$ cat src/rtl/if_id_stage.sv
// Fetch stage + IF/ID pipeline register.
// Owns the PC, issues word fetches on a req/ack port and presents
// instruction + PC+4 to decode. Handles stall, flush and redirects that
// land while a fetch is still outstanding.
//
//   state   | meaning
//   --------+-------------------------------------------------------------
//   S_FETCH | request pc; accept, buffer or redirect on ack
//   S_DROP  | redirect pending; keep old address until ack, then discard
//   S_HOLD  | fetched word parked in buffer while decode is stalled
//
// A flush (without a redirect) squashes IF/ID and also discards any word
// fetched or buffered in the same cycle; pc is left alone so that word is
// fetched again rather than skipped.
module if_id_stage #(
  parameter logic [31:0] RESET_PC = 32'h0000_0000
) (
  input  logic        clk,
  input  logic        reset,
  output logic        imem_req,
  output logic [31:0] imem_addr,
  input  logic        imem_ack,
  input  logic [31:0] imem_rdata,
  input  logic        stall,
  input  logic        flush,
  input  logic        branch_taken,
  input  logic [31:0] branch_target,
  output logic [31:0] instrOUT,
  output logic [31:0] nextPcOUT,
  output logic        validOUT
);

  typedef enum logic [1:0] {
    S_FETCH = 2'd0,
    S_DROP  = 2'd1,
    S_HOLD  = 2'd2
  } state_t;

  state_t      r_state;
  state_t      w_state_nxt;

  logic [31:0] r_pc;
  logic [31:0] r_buf;
  logic [31:0] r_target;
  logic [31:0] r_instr;
  logic [31:0] r_next_pc;
  logic        r_valid;

  logic [31:0] w_pc_nxt;
  logic [31:0] w_buf_nxt;
  logic [31:0] w_target_nxt;
  logic [31:0] w_instr_nxt;
  logic [31:0] w_next_pc_nxt;
  logic        w_valid_nxt;

  logic [31:0] w_target;
  logic [31:0] w_pc_plus4;

  assign w_target   = branch_target & ~32'h0000_0003;
  assign w_pc_plus4 = r_pc + 32'd4;

  assign instrOUT  = r_instr;
  assign nextPcOUT = r_next_pc;
  assign validOUT  = r_valid;

  // State register
  always_ff @(posedge clk or posedge reset) begin
    if (reset) r_state <= S_FETCH;
    else       r_state <= w_state_nxt;
  end

  // Next-state decode; redirect and flush outrank stall
  always_comb begin
    w_state_nxt = r_state;
    case (r_state)
      S_FETCH: begin
        if (branch_taken)           w_state_nxt = imem_ack ? S_FETCH : S_DROP;
        else if (flush)             w_state_nxt = S_FETCH;
        else if (imem_ack && stall) w_state_nxt = S_HOLD;
        else                        w_state_nxt = S_FETCH;
      end
      S_DROP: begin
        if (imem_ack) w_state_nxt = S_FETCH;
      end
      S_HOLD: begin
        if (branch_taken || flush || !stall) w_state_nxt = S_FETCH;
      end
      default: w_state_nxt = S_FETCH;
    endcase
  end

  // Memory port outputs; address is the PC, so it stays put through DROP
  always_comb begin
    imem_req  = (r_state != S_HOLD);
    imem_addr = r_pc;
  end

  // Datapath next values: pc, buffer, saved target and IF/ID contents
  always_comb begin
    w_pc_nxt      = r_pc;
    w_buf_nxt     = r_buf;
    w_target_nxt  = r_target;
    w_instr_nxt   = r_instr;
    w_next_pc_nxt = r_next_pc;
    w_valid_nxt   = r_valid;
    case (r_state)
      S_FETCH: begin
        if (branch_taken) begin
          w_valid_nxt = 1'b0;
          if (imem_ack) w_pc_nxt     = w_target;
          else          w_target_nxt = w_target;
        end else if (flush) begin
          w_pc_nxt = r_pc;
        end else if (imem_ack) begin
          if (stall) begin
            w_buf_nxt = imem_rdata;
          end else begin
            w_instr_nxt   = imem_rdata;
            w_next_pc_nxt = w_pc_plus4;
            w_valid_nxt   = 1'b1;
            w_pc_nxt      = w_pc_plus4;
          end
        end else if (!stall) begin
          w_valid_nxt = 1'b0;
        end
      end
      S_DROP: begin
        if (branch_taken) begin
          if (imem_ack) w_pc_nxt     = w_target;
          else          w_target_nxt = w_target;
        end else if (imem_ack) begin
          w_pc_nxt = r_target;
        end
        if (branch_taken || !stall) w_valid_nxt = 1'b0;
      end
      S_HOLD: begin
        if (branch_taken) begin
          w_pc_nxt    = w_target;
          w_valid_nxt = 1'b0;
        end else if (flush) begin
          w_pc_nxt = r_pc;
        end else if (!stall) begin
          w_instr_nxt   = r_buf;
          w_next_pc_nxt = w_pc_plus4;
          w_valid_nxt   = 1'b1;
          w_pc_nxt      = w_pc_plus4;
        end
      end
      default: ;
    endcase
    if (flush) begin
      w_valid_nxt = 1'b0;
      w_instr_nxt = 32'h0000_0000;
    end
  end

  // Datapath registers with async clear
  always_ff @(posedge clk or posedge reset) begin
    if (reset) begin
      r_pc      <= RESET_PC;
      r_buf     <= 32'h0000_0000;
      r_target  <= 32'h0000_0000;
      r_instr   <= 32'h0000_0000;
      r_next_pc <= 32'h0000_0000;
      r_valid   <= 1'b0;
    end else begin
      r_pc      <= w_pc_nxt;
      r_buf     <= w_buf_nxt;
      r_target  <= w_target_nxt;
      r_instr   <= w_instr_nxt;
      r_next_pc <= w_next_pc_nxt;
      r_valid   <= w_valid_nxt;
    end
  end

endmodule

$ cat config.mk
export PLATFORM = sky130hd
export DESIGN_NAME = if_id_stage
export DESIGN_NICKNAME = d
export VERILOG_FILES = /design/src/rtl/if_id_stage.sv
export SDC_FILE = /design/constraint.sdc
export NUM_CORES = 1
export LEC_CHECK = 0
export CORE_MARGIN = 4
export CORE_UTILIZATION = 56
export DETAILED_ROUTE_END_ITERATION = 8
export HOLD_SLACK_MARGIN = 0.03
export PLACE_DENSITY = 0.84
export SLEW_MARGIN = 20
export SYNTH_ARGS = -nofsm -noshare
export SYNTH_HDL_FRONTEND = slang
export SYNTH_SLANG_ARGS = --single-unit
$ cat constraint.sdc
create_clock -name clk -period 12.9 [get_ports clk]
set_input_delay 2.58 -clock clk [delete_from_list [all_inputs] [get_ports clk]]
set_output_delay 2.58 -clock clk [all_outputs]
set_load 0.1 [all_outputs]
==> impl_metrics.ini, run 1 <==
[sta]
max_freq_mhz = 200
hold_viol_final = 0
tns_ns = 0
slew_headroom_pct = 30.7
clock_skew_ns = 0.00930
worst_pin_slew_ns = 1.04
rsz0062_at_grt = no
setup_viol = 0
fin_crit_sh_pct = 38.8
fin_crit_ns = 5.01
drv_slew = 0

[grt]
track_usage_pct = 26.2
overflow = 0
grt_pass1_vias = 6975
antenna_found_initial = 0
grt_max_degree = 94
grt_pass1_wl_um = 35500

[cts]
h-tree-depth = 4
ctsResizeCount = 0
hold_buffers = 0
worstSkewPairLatency_ns = 0.43
cts_tree = yes
cts.path.max_buffers = 2
cts.root.buffer_cell = clkbuf_16
numCtsBuffers = 17
cts.sinks = 161
clk_pin_slew_ns = 0.06
cts_setup_buffers = 0

[layout]
final_util_pct = 72.8
final_nets = 1016
fin_area_mm2 = 0.0107
drive_gt1_share_pct = 13.3
regArea_mm2 = 0.00403
area_delta_synth_final_pct = 26.2
nFillCells = 1076
n_antenna_cell = 0
multi_input_area_mm2 = 0.00403

[drt]
drc = 0
postRouteAntennaNets = 0
initialDrtViolationCount = 710
wl_per_cell_um = 19.4
vias_per_cell = 6.23
via_count = 7081
drt-total-wl_um = 22100
dr.pass1.iters = 7

[yosys]
syn_avg_cell_area_um2 = 10.3
synth_edf_count = 0
netlist_area_mm2 = 0.00845
syn-num-nets = 892
synth-async-reset-ratio_pct = 100
ys_seq_area_share_pct = 47.7
syn_inst = 818
yosys_register_bits = 161
ys_types = 66
synthFlopType = dfrtp_1
yosysWarnings = 0

[power_and_ir_drop]
p_total_mw = 2.15
p_switching_mw = 0.999
p_leak_nw = 4.18
switching_share_pct = 46.4
sequentialPowerShare_pct = 34.3
power_frac_comb_pct = 43.1
peakVddDrop_uv = 111
p_clk_share_pct = 22.7
p_per_area_mw_per_mm2 = 202
p_int_mw = 1.15

[floorplanning]
core_mm2 = 0.0146
die_w_um = 131
dieHeight_um = 131
pin_count = 168
rows = 44
initial_core_util_pct = 57.7
die-area_mm2 = 0.0171

[outcome]
status = finished, final reports clean

[setup_path]
path_class = flip-flop to output pin
cp-start-kind = flip-flop
worst-path-max-fanout = 6
cp.required_ns = 10.32
end_kind = output pin
arrival_ns = 2.43

[place]
gp_congestion = 0.877
place_hpwl_um = 14600
io_buffers = 165
placed_area_mm2 = 0.0101

[job]
maxCapViolations = 0

[min_path]
worstHoldPathType = flip-flop to flip-flop
[layer usage]
metal  part of all wire (%)  GRT usage (%)  wire length, um  vias to the layer above
li1                       -              -                -                     3256
met1                     41           33.6             8980                     3394
met2                     46           41.2            10200                      366
met3                     10           9.39             2250                       65
met4                    2.9           9.86              631                        0
met5                      0              0                0                        -
[state kept, by name, summed over array words and instances, names as in the netlist]
register   cells
imem_addr     32
instrOUT      32
nextPcOUT     32
r_buf         32
r_state        2
r_target      30
validOUT       1
[synth_stat cells, drive strengths merged, types with 2 or more instances]
cell type,number,area share [%]
dfrtp,161,48
nor2,89,4.0
mux2,68,9.1
a21oi,48,2.8
nand2,42,1.9
o21ai,41,2.4
a211oi,37,3.3
clkbuf,37,1.7
buf,36,2.5
mux2i,35,4.1
nand4,20,1.8
inv,16,0.71
xnor2,15,1.6
xor2,15,1.6
nand3,14,0.89
a222oi,13,1.5
nor3,10,0.65
nand2b,9,0.67
nor4,9,1.4
o311ai,9,0.93
o31a,9,0.93
a21o,7,0.62
a22o,7,0.73
a31oi,7,0.52
a221oi,5,0.59
a22oi,5,0.44
and2,5,0.37
and3,5,0.43
nor2b,5,0.37
a32oi,4,0.41
ha,4,0.59
or2,4,0.30
or3,4,0.30
o211ai,3,0.27
o31ai,3,0.27
a221o,2,0.24
or4,2,0.18
[worst paths after layout]
check                            startpoint            end  slack [ns]  cells after the start
max in group asynchronous             reset   instrOUT[16]        8.86                      3
worst max register to register   r_state[0]  imem_addr[21]        9.73                      8
min in group asynchronous             reset    r_target[2]        2.69                      2
worst max-delay path             r_state[0]       imem_req        7.89                      4
worst min-delay path            r_target[8]    r_target[8]        0.50                      2
worst min register to register  r_target[8]    r_target[8]        0.50                      2
[cell usage in the layout (no fill, tap or decap), types with 5 or more instances in the layout]
| cell type | Yosys | final |
|---|---|---|
| a211oi_1 | 37 | 37 |
| a21o_1 | 7 | 7 |
| a21oi_1 | 48 | 48 |
| a222oi_1 | 13 | 13 |
| a22o_1 | 7 | 7 |
| a22oi_1 | 5 | 5 |
| a31oi_1 | 7 | 7 |
| and2_1 | 5 | 5 |
| buf_4 | 5 | 13 |
| clkbuf_16 | 0 | 17 |
| clkdlybuf4s50_1 | 0 | 165 |
| clkinv_2 | 0 | 5 |
| dfrtp_1 | 161 | 161 |
| inv_1 | 16 | 15 |
| mux2_2 | 68 | 68 |
| mux2i_1 | 35 | 35 |
| nand2_1 | 42 | 42 |
| nand2b_1 | 9 | 9 |
| nand3_1 | 13 | 13 |
| nand4_1 | 17 | 17 |
| nor2_1 | 89 | 89 |
| nor2b_1 | 5 | 5 |
| nor3_1 | 9 | 9 |
| o21ai_0 | 36 | 36 |
| o21ai_1 | 5 | 5 |
| o311ai_1 | 6 | 6 |
| o31a_1 | 9 | 9 |
| xnor2_1 | 15 | 15 |
| xor2_1 | 15 | 15 |
[worst max-delay path, stage by stage (launching register included)]
cell	delay, ns
dfrtp_1	0.44
inv_1	0.10
ha_2	0.19
inv_1	0.11
clkdlybuf4s50_1	1.16
[power groups by stage]
stage / clock (mW) / combinational (mW) / sequential, mW
2_1_floorplan: 0 / 0.254 / 1.18
3_3_place_gp: 0 / 0.914 / 0.734
3_5_place_dp: 0 / 0.925 / 0.741
4_1_cts: 0.494 / 0.929 / 0.734
5_1_grt: 0.514 / 0.968 / 0.753
6_report: 0.489 / 0.927 / 0.738
[per-stage QoR]
stage,instances,setup WS (ns),hold slack [ns]
3_3_place_gp,1107,7.82,0.464
2_1_floorplan,818,5.97,0.450
5_1_grt,1137,7.83,0.508
6_report,1137,7.89,0.500
4_1_cts,1137,7.88,0.497
3_5_place_dp,1107,7.77,0.484
[cells by family (layout without fill, tap and decap cells)]
kind of cell	after synthesis	in the layout	share of synthesized area, %
adders and majority gates	4	4	0.592
muxes	103	103	13.2
and+or+nand+nor	221	221	13.5
xor gates and xnor gates	30	30	3.11
DFF	161	161	47.7
buffers and inverters	89	224	4.87
AOI/OAI and AO/OA	210	210	17.1
[layout make-up]
type	instances	area share (%)
clock buffers	19	4.16
multi-input cells	568	37.8
repair buffers	178	16.4
flip-flops and latches	161	37.8
clock inverters	11	1.09
well taps	184	2.16
inverters	16	0.610
Power figures use the tool's default switching activity.
==> inputs of run 2 (changes only) <==
--- a/config.mk
+++ b/config.mk
@@ -6,10 +6,10 @@
 export NUM_CORES = 1
 export LEC_CHECK = 0
 export CORE_MARGIN = 4
-export CORE_UTILIZATION = 56
+export CORE_UTILIZATION = 52
 export DETAILED_ROUTE_END_ITERATION = 8
 export HOLD_SLACK_MARGIN = 0.03
-export PLACE_DENSITY = 0.84
+export PLACE_DENSITY = 0.78
 export SLEW_MARGIN = 20
 export SYNTH_ARGS = -nofsm -noshare
 export SYNTH_HDL_FRONTEND = slang
==> constraint.sdc (replaced) <==
create_clock -name clk -period 4.8 [get_ports clk]
set_input_delay 0.96 -clock clk [delete_from_list [all_inputs] [get_ports clk]]
set_output_delay 0.96 -clock clk [all_outputs]
set_load 0.1 [all_outputs]
==> impl_metrics.ini, run 2 (synthesized netlist as in run 1, its figures left out) <==
[cts]
cts.sinks = 161
cts_setup_buffers = 0
cts_tree = yes
hold_buffers = 0
cts.root.buffer_cell = clkbuf_16
numCtsBuffers = 17
worstSkewPairLatency_ns = 0.42
clk_pin_slew_ns = 0.06
cts.path.max_buffers = 2
ctsResizeCount = 0
h-tree-depth = 4

[drt]
wl_per_cell_um = 18.8
via_count = 6989
drc = 0
dr.pass1.iters = 6
initialDrtViolationCount = 738
vias_per_cell = 5.96
postRouteAntennaNets = 0
drt-total-wl_um = 22100

[setup_path]
worst-path-max-fanout = 6
cp-endpoint = imem_req
setup.worst_path.start = r_state[0]
cp-start-kind = flip-flop
arrival_ns = 2.44
r2r-end = imem_addr[21]
rr_startpoint = r_state[0]
cp.required_ns = 3.84
path_class = flip-flop to output pin
reg2reg_setup_slack_ns = 1.79
reg2reg_depth = 8
end_kind = output pin

[layout]
multi_input_area_mm2 = 0.00403
n_antenna_cell = 0
nFillCells = 1247
final_nets = 1020
area_delta_synth_final_pct = 27.3
final_cell_mix = clkdlybuf4s50_1 (165), dfrtp_1 (161), nor2_1 (89)
final_util_pct = 67.7
final_common_cell = clkdlybuf4s50_1
regArea_mm2 = 0.00403
drive_gt1_share_pct = 13.7

[power_and_ir_drop]
p_per_area_mw_per_mm2 = 540
p_leak_nw = 4.21
peakVddDrop_uv = 322

[place]
gp_congestion = 0.873
dp_slack_ns = 1.20
io_buffers = 165
place_hpwl_um = 14900

[sta]
drv_slew = 0
rsz0062_at_grt = no
worst_pin_slew_ns = 1.05
hold_viol_final = 0
setup_ws_ns = 1.40
max_freq_mhz = 295
tns_ns = 0
slew_headroom_pct = 29.7
setup_viol = 0
clock_skew_ns = 0.0114
fin_crit_sh_pct = 70.7
fin_crit_ns = 3.40

[floorplanning]
core_mm2 = 0.0159
initial_core_util_pct = 53.2
dieHeight_um = 135
rows = 46
die_w_um = 135
die-area_mm2 = 0.0184
pin_count = 168

[grt]
grt_pass1_vias = 6756
grt_pass1_wl_um = 35700
overflow = 0
track_usage_pct = 24.5
grt_max_degree = 162
antenna_found_initial = 1

[outcome]
status = finished, final reports clean

[min_path]
worstHoldPathType = flip-flop to flip-flop

[job]
maxCapViolations = 0
-- run 2: power breakdown --
group	switching [mW]	leakage, nW	total (mW)	internal (mW)
Combinational	1.81	1.93	2.49	0.682
Sequential	0.321	2.00	1.98	1.66
Clock	0.532	0.274	1.33	0.801
-- run 2: worst max-delay path: stages, from the launching register on --
cell	delay [ns]
dfrtp_1	0.44
inv_1	0.09
ha_2	0.19
inv_1	0.11
clkdlybuf4s50_1	1.19
-- run 2: worst min path at each step --
stage	slack [ns]	end	startpoint	depth (start not counted)
2_1_floorplan	0.45	r_target[8]	r_target[8]	2
3_3_place_gp	0.46	r_target[8]	r_target[8]	2
3_5_place_dp	0.48	r_target[8]	r_target[8]	2
4_1_cts	0.49	r_target[8]	r_target[8]	2
5_1_grt	0.52	nextPcOUT[3]	nextPcOUT[3]	1
6_report	0.50	r_target[8]	r_target[8]	2
-- run 2: metal layers --
layer / vias up / wire, um / track usage, %
met5: - / 8 / 0
met4: 2 / 497 / 8.51
met3: 39 / 2070 / 8.06
met2: 307 / 10400 / 38.4
met1: 3372 / 9140 / 32.0
li1: 3269 / - / -
-- run 2: final cells by class --
type	instances	area share [%]
clock buffer	21	4.37
clock inverter	8	0.977
inverter	16	0.593
multi-input combinational	568	37.4
sequential	161	37.5
tap	216	2.51
timing repair buffer	182	16.7
-- run 2: stage by stage --
step | total power, mW | hold slack [ns] | std cells | cell area, um2
after floorplan | 3.86 | 0.450 | 818 | 8450
after global placement | 4.44 | 0.464 | 1143 | 10200
after detailed placement | 4.49 | 0.479 | 1143 | 10200
after CTS | 5.83 | 0.491 | 1172 | 10800
after global routing | 6.04 | 0.522 | 1172 | 10800
final | 5.80 | 0.503 | 1172 | 10800
